`config.mk`:
```
export PLATFORM = sky130hd
export DESIGN_NAME = dmux_stream
export DESIGN_NICKNAME = d
export VERILOG_FILES = /design/src/rtl/dmux_stream_pkg.sv /design/src/rtl/dmux_stream_out_slot.sv /design/src/rtl/dmux_stream.sv
export SDC_FILE = /design/constraint.sdc
export NUM_CORES = 1
export LEC_CHECK = 0
export ABC_AREA = 1
export CAP_MARGIN = 20
export CORE_MARGIN = 3
export CORE_UTILIZATION = 48
export CTS_BUF_LIST = sky130_fd_sc_hd__clkbuf_16
export CTS_CLUSTER_DIAMETER = 40
export DETAILED_ROUTE_END_ITERATION = 16
export PLACE_DENSITY = 0.81
export SETUP_SLACK_MARGIN = 0.5
export SLEW_MARGIN = 20
export SYNTH_ARGS = -nofsm -noshare
export SYNTH_HDL_FRONTEND = slang
export SYNTH_HIERARCHICAL = 1
export SYNTH_SLANG_ARGS = --single-unit
```
`constraint.sdc`:
```
create_clock -name clk -period 2.66 [get_ports clk]
set_input_delay 0.532 -clock clk [delete_from_list [all_inputs] [get_ports clk]]
set_output_delay 0.532 -clock clk [all_outputs]
set_load 0.05 [all_outputs]
```
`src/rtl/dmux_stream_pkg.sv`:
```
// Shared types and helpers for the dmux_stream valid/ready demultiplexer.
package dmux_stream_pkg;

    typedef enum logic [1:0] {
        ST_IDLE = 2'd0,
        ST_LOCK = 2'd1,
        ST_DROP = 2'd2
    } state_e;

    localparam int unsigned DROP_CNT_W = 8;

    // Increment that sticks at the all-ones value instead of wrapping.
    function automatic logic [DROP_CNT_W-1:0] sat_inc(input logic [DROP_CNT_W-1:0] v);
        return (&v) ? v : v + DROP_CNT_W'(1);
    endfunction

endpackage

```
`src/rtl/dmux_stream_out_slot.sv`:
```
// One-entry valid/ready output register with a last flag; load may coincide with drain.
module dmux_stream_out_slot #(
    parameter int unsigned WIDTH = 16
) (
    input  logic             clk,
    input  logic             reset,
    input  logic             load,
    input  logic [WIDTH-1:0] load_data,
    input  logic             load_last,
    input  logic             out_ready,
    output logic             out_valid,
    output logic [WIDTH-1:0] out_data,
    output logic             out_last
);

    logic             valid_q, valid_d;
    logic [WIDTH-1:0] data_q, data_d;
    logic             last_q, last_d;

    // Data holds its last value when drained without a new load.
    always_comb begin
        valid_d = valid_q & ~out_ready;
        data_d  = data_q;
        last_d  = last_q;
        if (load) begin
            valid_d = 1'b1;
            data_d  = load_data;
            last_d  = load_last;
        end
    end

    always_ff @(posedge clk or posedge reset) begin
        if (reset) begin
            valid_q <= 1'b0;
            data_q  <= '0;
            last_q  <= 1'b0;
        end else begin
            valid_q <= valid_d;
            data_q  <= data_d;
            last_q  <= last_d;
        end
    end

    assign out_valid = valid_q;
    assign out_data  = data_q;
    assign out_last  = last_q;

endmodule

```
`src/rtl/dmux_stream.sv`:
```
// Registered N-way valid/ready demultiplexer with optional per-packet routing lock
// and drop accounting for out-of-range selects.
module dmux_stream
    import dmux_stream_pkg::*;
#(
    parameter int unsigned WIDTH  = 16,
    parameter int unsigned NCH    = 8,
    parameter int unsigned SELW   = 3,
    parameter int unsigned PACKET = 1
) (
    input  logic                  clk,
    input  logic                  reset,
    input  logic [WIDTH-1:0]      in_data,
    input  logic                  in_valid,
    input  logic                  in_last,
    input  logic [SELW-1:0]       in_sel,
    output logic                  in_ready,
    output logic [NCH*WIDTH-1:0]  out_data,
    output logic [NCH-1:0]        out_valid,
    output logic [NCH-1:0]        out_last,
    input  logic [NCH-1:0]        out_ready,
    output logic                  err_sel,
    output logic [DROP_CNT_W-1:0] drop_cnt
);

    localparam bit PKT = (PACKET != 0);

    state_e                state_q, state_d;
    logic [SELW-1:0]       lock_sel_q, lock_sel_d;
    logic                  err_sel_q, err_sel_d;
    logic [DROP_CNT_W-1:0] drop_cnt_q, drop_cnt_d;

    logic [SELW-1:0] route_sel;
    logic            sel_ok;
    logic            dropping;
    logic            accept;
    logic [NCH-1:0]  hit;
    logic [NCH-1:0]  load;
    logic [NCH-1:0]  slot_valid;

    // Target decode and ready: in_ready depends only on the target slot, never on in_valid.
    always_comb begin
        route_sel = (PKT && state_q == ST_LOCK) ? lock_sel_q : in_sel;
        sel_ok    = 32'(route_sel) < NCH;
        dropping  = (PKT && state_q == ST_DROP) || !sel_ok;
        hit       = '0;
        for (int k = 0; k < NCH; k++) begin
            hit[k] = !dropping && (route_sel == SELW'(k));
        end
        in_ready = ~|(hit & slot_valid & ~out_ready);
        accept   = in_valid & in_ready;
        load     = hit & {NCH{accept}};
    end

    // Packet FSM, lock capture and drop accounting.
    always_comb begin
        state_d    = state_q;
        lock_sel_d = lock_sel_q;
        err_sel_d  = 1'b0;
        drop_cnt_d = drop_cnt_q;
        if (accept) begin
            if (dropping) begin
                drop_cnt_d = sat_inc(drop_cnt_q);
            end
            // Only the first dropped beat of a packet flags an error.
            if (!sel_ok && state_q == ST_IDLE) begin
                err_sel_d = 1'b1;
            end
            if (PKT) begin
                case (state_q)
                    ST_IDLE: begin
                        if (!in_last) begin
                            if (sel_ok) begin
                                state_d    = ST_LOCK;
                                lock_sel_d = in_sel;
                            end else begin
                                state_d = ST_DROP;
                            end
                        end
                    end
                    ST_LOCK, ST_DROP: begin
                        if (in_last) begin
                            state_d = ST_IDLE;
                        end
                    end
                    default: state_d = ST_IDLE;
                endcase
            end
        end
    end

    always_ff @(posedge clk or posedge reset) begin
        if (reset) begin
            state_q    <= ST_IDLE;
            lock_sel_q <= '0;
            err_sel_q  <= 1'b0;
            drop_cnt_q <= '0;
        end else begin
            state_q    <= state_d;
            lock_sel_q <= lock_sel_d;
            err_sel_q  <= err_sel_d;
            drop_cnt_q <= drop_cnt_d;
        end
    end

    assign err_sel  = err_sel_q;
    assign drop_cnt = drop_cnt_q;

    for (genvar k = 0; k < NCH; k++) begin : g_slot
        dmux_stream_out_slot #(
            .WIDTH(WIDTH)
        ) u_slot (
            .clk       (clk),
            .reset     (reset),
            .load      (load[k]),
            .load_data (in_data),
            .load_last (in_last),
            .out_ready (out_ready[k]),
            .out_valid (slot_valid[k]),
            .out_data  (out_data[k*WIDTH +: WIDTH]),
            .out_last  (out_last[k])
        );
    end

    assign out_valid = slot_valid;

endmodule

```
# Yosys cells after proc, flatten, opt, wreduce, memory -nomap -nowiden
# Index checks and enable logic that the tools add are counted.
dict set report word_totals {
  out_inout_bits 154
  reg_bits 157
}
dict set report op_classes {
  reduce_logical 18
  bitwise_logic 23
  add_sub_neg 1
  eq_ne 11
  n_mux 12
}
# cell count
set op_table {}
lappend op_table {{$and A8 B8 Y8} 3}
lappend op_table {{$eq A3 B3 Y1 const B} 4}
lappend op_table {{$not A1 Y1} 10}
lappend op_table {{$and A1 B1 Y1} 9}
lappend op_table {{$reduce_and A3 Y1} 3}
lappend op_table {{$add A8 B1 Y8 const B} 1}
lappend op_table {{$logic_and A1 B1 Y1} 8}
lappend op_table {{$mux W1} 8}
lappend op_table {{$not A8 Y8} 1}
lappend op_table {{$reduce_and A8 Y1} 1}
lappend op_table {{$reduce_or A8 Y1} 1}
lappend op_table {{$eq A3 B2 Y1 const B} 2}
lappend op_table {{$mux W2} 2}
lappend op_table {{$ne A2 B2 Y1 const B} 2}
lappend op_table {{$pmux W2 S2} 1}
lappend op_table {{$eq A3 B1 Y1 const B} 1}
lappend op_table {{$logic_not A3 Y1} 1}
lappend op_table {{$mux W3} 1}
lappend op_table {{$eq A2 B1 Y1 const B} 1}
lappend op_table {{$eq A2 B2 Y1 const B} 1}
lappend op_table {{$logic_not A1 Y1} 2}
lappend op_table {{$logic_not A2 Y1} 1}
lappend op_table {{$reduce_or A2 Y1} 1}

# Longest topological paths before layout
dict set report depth {
  depth_word 11
  mapped_depth 16
}

# Hierarchy
# The synthesis kept the hierarchy.
# module n_inst cells_per_inst area_per_inst_um2
set modules_own_cells {}
lappend modules_own_cells {dmux_stream_out_slot 8 77 715.7}
lappend modules_own_cells {dmux_stream 1 99 618.1}

# Worst setup path after synthesis
# Ideal clock, no wire load.
dict set report synth_path {
  kind {reg2reg}
  from {reg state_q[0]}
  to {reg g_slot[5].u_slot.data_q[10]}
  path_buffers 2
  setup_slack_ns 0.658
  arrival_ns 1.883
  stages_incl_launch_ff 17
  setup_ns 0.119
  path_cell_list {dfrtp_1 > inv_2 > nand2_2 > nand2_4 > inv_4 > nand4_2 > nand2_1 > nor2_1 > nand2_2 > nor2_8 > inv_4 > nor3_2 > buf_6 > inv_8 > buf_8 > nand2_1 > nand2_1}
}
dict set report synth_between {
  elab_chain_cells 10
}
# element line
set synth_lines {}
lappend synth_lines {{start, declared} dmux_stream.sv:28} ;# state_e state_q, state_d;
lappend synth_lines {{start signal, assigned} dmux_stream.sv:99} ;# state_q <= state_d;
lappend synth_lines {{$eq A2 B1 Y1} dmux_stream.sv:43} ;# route_sel = (PKT && state_q == ST_LOCK) ? lock_sel_q : in_sel;
lappend synth_lines {{$mux W3} dmux_stream.sv:43}
lappend synth_lines {{$eq A3 B1 Y1, or another cell as far along} dmux_stream.sv:48} ;# hit[k] = !dropping && (route_sel == SELW'(k));
lappend synth_lines {{$logic_and A1 B1 Y1} dmux_stream.sv:48}
lappend synth_lines {{$and A8 B8 Y8 (2 in a row)} dmux_stream.sv:50} ;# in_ready = ~|(hit & slot_valid & ~out_ready);
lappend synth_lines {{$reduce_or A8 Y1} dmux_stream.sv:50}
lappend synth_lines {{$logic_not A1 Y1} dmux_stream.sv:50}
lappend synth_lines {{$and A1 B1 Y1} dmux_stream.sv:51} ;# accept = in_valid & in_ready;
lappend synth_lines {{$and A8 B8 Y8 *} dmux_stream.sv:52} ;# load = hit & {NCH{accept}};
lappend synth_lines {{via load[5]} dmux_stream.sv:38} ;# logic [NCH-1:0] load;
lappend synth_lines {{end signal, assigned} dmux_stream_out_slot.sv:39} ;# data_q <= data_d;
lappend synth_lines {{end, declared} dmux_stream_out_slot.sv:17} ;# logic [WIDTH-1:0] data_q, data_d;
# The timed path passes the listed nets; every way through them passes the cells marked *.
# A chain may end at the register's enable or synchronous reset.

# Worst setup path after layout
dict set report layout_path {
  from {reg state_q[0]}
  to {out in_ready}
}
dict set report layout_between {
  elab_chain_cells 8
}
# element line
set layout_lines {}
lappend layout_lines {{$eq A2 B1 Y1} dmux_stream.sv:43}
lappend layout_lines {{$mux W3} dmux_stream.sv:43}
lappend layout_lines {{$eq A3 B1 Y1, or another cell as far along} dmux_stream.sv:48}
lappend layout_lines {{$logic_and A1 B1 Y1} dmux_stream.sv:48}
lappend layout_lines {{$and A8 B8 Y8 * (2 in a row)} dmux_stream.sv:50}
lappend layout_lines {{$reduce_or A8 Y1 *} dmux_stream.sv:50}
lappend layout_lines {{$logic_not A1 Y1 *} dmux_stream.sv:50}
lappend layout_lines {{end, declared} dmux_stream.sv:17} ;# output logic in_ready,
# Every way passes the cells marked *; elsewhere a longest branch is shown, timed or not.

==> run summary <==
The flow ran to the end, and the final reports show no timing, DRC or antenna violations. The highest-delay cell along the critical path is sky130_fd_sc_hd__dfrtp_2. The number of global-route vias before repair came out at about 5100.

The highest ir drop seen on vdd came out at 923 uV. Together, buffers and inverters on the worst path number 2. The floorplan step defined a die boundary enclosing about 15000 um^2. The clock latency on the worst-skew pair came out at 0.42 ns. By instance count, the cell type seen most on the critical path is sky130_fd_sc_hd__nand2_1. The count of port buffers added during placement came out at 175.

The final setup TNS is 0 ns. The final critical-path required period came out at 2.31 ns. After routing the design area is 9000 um^2. The async set-reset flop share out of synthesis came out at 100%. After legalization and detailed placement, the total HPWL measured 12.5 mm. The critical path goes through nand2_1 -> nand2_8 -> nor2_4 -> nand3_1 -> nand2_1 -> nor2_2 -> nand2_2 -> inv_2 -> buf_12.

The height of the chip came out at approximately 120 um. The routed wire length came out at 19.0 mm. The maximum fanout along the worst path is 8. For this run, the total global-route usage over all layers was measured as 25.9%.

The pin count of the biggest net entering global routing came out at 19. After synthesis, the most frequently instantiated cells are sky130_fd_sc_hd__nand2_1 (424), sky130_fd_sc_hd__dfrtp_1 (148), sky130_fd_sc_hd__inv_1 (32), sky130_fd_sc_hd__nand2_2 (28), sky130_fd_sc_hd__nor2_1 (14). The synthesized area divided by synthesized cell count came out at 8.87 um^2. The total CTS buffers came out at 17. CTS placed an instance of sky130_fd_sc_hd__clkbuf_16 at the clock tree root.

The global-route wire length before repair is around 28 mm. The floorplan core area is 12800 um^2. In the final design database the tool counted approximately 940 nets. The number of slew-limit violations in the final report came out at 0. The top-level I/O count came out at 185. In this run the deepest clock path goes through 2 buffers. The area share of the largest cell type after synthesis came out at around three fifths. In the final routed layout, each cell accounts on average for 17.4 um. The overall die width came out at 121 um. Setup repair after global routing could not meet its margin everywhere.

The synthesized area came out at 6340 um^2. The worst setup skew after layout is between 0.007 and 0.008 ns. The synthesized netlist contains 22 unique library cells. The transition time at the pin with the least slew margin is 0.713 ns. At the placement stage, the worst setup path has a slack of between 0.02 and 0.025 ns.

The remaining design rule violation count is 0. The fraction of the cycle the final worst path needs is between 80% and 90%. The clock transition time at the flip-flop clock pins of the worst setup and hold paths came out at 0.05 ns. From synthesis to final layout, the design area changed by 41.9%. The count of antenna diodes in the layout is 0.

In the synthesized netlist the dominant register cell turns out to be sky130_fd_sc_hd__dfrtp_1. The minimum setup slack in the final design came out at 0.346 ns. The initial DRC count is ~460. STA classifies the critical path endpoint as an output pin. The worst setup path is launched from a register. The final number of hold-violating endpoints came to 0. The number of H-tree levels came out at 4. The Yosys step of the flow raised 6 warnings. After synthesis, the cell types taking the most area are sky130_fd_sc_hd__dfrtp_1 (58%), sky130_fd_sc_hd__nand2_1 (25%), sky130_fd_sc_hd__nand2_2 (2.8%), sky130_fd_sc_hd__buf_8 (1.9%), sky130_fd_sc_hd__inv_1 (1.9%). The post-synthesis cell type with the largest combined area is sky130_fd_sc_hd__dfrtp_1. The count of nets left with antenna violations once routing finished came out at 0.

The critical path is of the register to output pin type. In the post-synthesis netlist, the cell with the most instances is sky130_fd_sc_hd__nand2_1. In this design, the stage delay of the slowest critical-path cell is around 0.46 ns. The number of enable-type register cells in the synthesized netlist is 0. At the worst endpoint, the required time is 2.13 ns. Hold is met by 0.467 ns. The post-route total power is between 10 and 15 mW. The placer congestion estimate is 0.852. The total overflow left after global routing is 0. The worst hold path class is register to register. The analysis attributes to cell leakage a power of 5.25 nW. The fraction of layout cells with a size suffix above 1 is 12.1%. Based on the critical path, the design can be clocked at up to approximately 430 MHz.

The ratio of total power to cell area came out at 1490 nW/um^2. The initial cell density of the core is approximately half. The TritonCTS sink count is 148. The TritonCTS clock tree is yes. Broken down by cell family, the worst path's largest delay share belongs to simple AND/OR/NAND/NOR gates. The data arrival time of the critical path is 1.78 ns.

The final number of setup-violating endpoints is 0. The share of the yosys chip area belonging to registers is 58.4%. The number of placement rows came out at 41.

Summing all placed instances gives a cell area of 8190 um^2. The total of max-cap violations came out at 0. The routed via count divided by cell count came out at 4.89.

The worst-case headroom to the max-slew limit is 52.4%. The synthesized netlist cell count is 715. The length of the first detailed-routing pass in iterations came out at 5.

In this run, synthesis produced a sequential element count of between 100 and 150. The number of antenna violations at the first check in global routing came to 0. The routed layout has between 5000 and 6000 vias.
-- state kept, by name, indices dropped and copies added, names as in the netlist --
register / cells
g_slot.u_slot/out_valid: 8
lock_sel_q: 3
state_q: 1
g_slot.u_slot/out_last: 8
g_slot.u_slot/out_data: 128
-- layout make-up --
| class | count | area [um^2] |
|---|---|---|
| repair buffers | 201 | 2200 |
| clock inverters | 12 | 78.8 |
| fillers | 951 | 3770 |
| flip-flops and latches | 148 | 3700 |
| multi-input cells | 499 | 2140 |
| clock buffers | 17 | 425 |
| inverters | 43 | 236 |
| well taps | 172 | 215 |
-- through the flow --
| stage | instances | utilization, % |
|---|---|---|
| after floorplan | 723 | - |
| after global placement | 1054 | 64.1 |
| after detailed placement | 1054 | 64.1 |
| after CTS | 1088 | 68.4 |
| after global routing | 1092 | 70.5 |
| final | 1092 | 70.5 |
-- logic make-up (layout without fill, tap and decap cells) --
| family | after synthesis | after routing | share of synthesized area [%] |
|---|---|---|---|
| other cells | 1 | 9 | 0.0591 |
| flops | 148 | 148 | 58.4 |
| buf+inv | 76 | 273 | 9.68 |
| simple gates | 489 | 489 | 31.8 |
| compound gates | 1 | 1 | 0.0788 |
-- cells in the final DEF (no fill, tap or decap), types with 5 or more instances in the layout --
master,n
sky130_fd_sc_hd__nand2_2,27
sky130_fd_sc_hd__dlygate4sd2_1,19
sky130_fd_sc_hd__nor2_2,5
sky130_fd_sc_hd__conb_1,9
sky130_fd_sc_hd__nand4_1,8
sky130_fd_sc_hd__dfrtp_1,147
sky130_fd_sc_hd__nand2_1,423
sky130_fd_sc_hd__buf_4,15
sky130_fd_sc_hd__clkbuf_16,19
sky130_fd_sc_hd__clkdlybuf4s50_1,107
sky130_fd_sc_hd__nor2_1,6
sky130_fd_sc_hd__dlymetal6s2s_1,48
sky130_fd_sc_hd__buf_12,10
sky130_fd_sc_hd__inv_1,35
sky130_fd_sc_hd__inv_8,9
-- report_power, final --
part	switching, mW	leakage (nW)	internal, mW
Clock	0.858	0.262	1.24
Combinational	5.13	3.12	2.19
Sequential	0.690	1.86	3.30
-- routing by layer --
metal | GRT usage, % | vias up | share of wire (%)
li1 | - | 2528 | -
met1 | 36.5 | 2563 | 43
met2 | 39.7 | 228 | 47
met3 | 6.71 | 22 | 8.6
met4 | 8.07 | 0 | 1.7
met5 | 0 | - | 0
-- timing repair --
action                     in CTS  in global routing
setup buffers                   5                  2
hold buffers                    0                  0
cloned                          0                  2
pin swaps                       4                  0
resized for setup              29                 64
setup endpoints to repair     126                190
-- worst register-to-register path, cell delays in order, from the launching register on --
cell	delay, ns
sky130_fd_sc_hd__dfrtp_2	0.46
sky130_fd_sc_hd__inv_4	0.13
sky130_fd_sc_hd__nand2_2	0.08
sky130_fd_sc_hd__nand2_4	0.12
sky130_fd_sc_hd__nor2_4	0.06
sky130_fd_sc_hd__nand3_1	0.07
sky130_fd_sc_hd__nand2_1	0.06
sky130_fd_sc_hd__nor2_2	0.12
sky130_fd_sc_hd__nand2_2	0.07
sky130_fd_sc_hd__buf_4	0.15
sky130_fd_sc_hd__nor2_8	0.12
sky130_fd_sc_hd__inv_8	0.08
sky130_fd_sc_hd__nor3_4	0.17
sky130_fd_sc_hd__buf_12	0.15
sky130_fd_sc_hd__buf_12	0.12
sky130_fd_sc_hd__inv_8	0.06
sky130_fd_sc_hd__nand2_1	0.06
sky130_fd_sc_hd__nand2_1	0.05
-- final timing paths --
kind                       cells past startpoint  slack (ns)                          from                       endpoint
max                                            9        0.35                    state_q[0]                       in_ready
min                                            2        0.47  g_slot[1].u_slot/out_data[2]   g_slot[1].u_slot/out_data[2]
max reg2reg                                   17        0.42                    state_q[0]  g_slot[2].u_slot/out_data[11]
min reg2reg                                    2        0.47  g_slot[1].u_slot/out_data[2]   g_slot[1].u_slot/out_data[2]
max in group asynchronous                      2        1.23                         reset  g_slot[2].u_slot/out_data[11]
min in group asynchronous                      2        0.69                         reset   g_slot[6].u_slot/out_data[6]
Power figures use the tool's default switching activity.
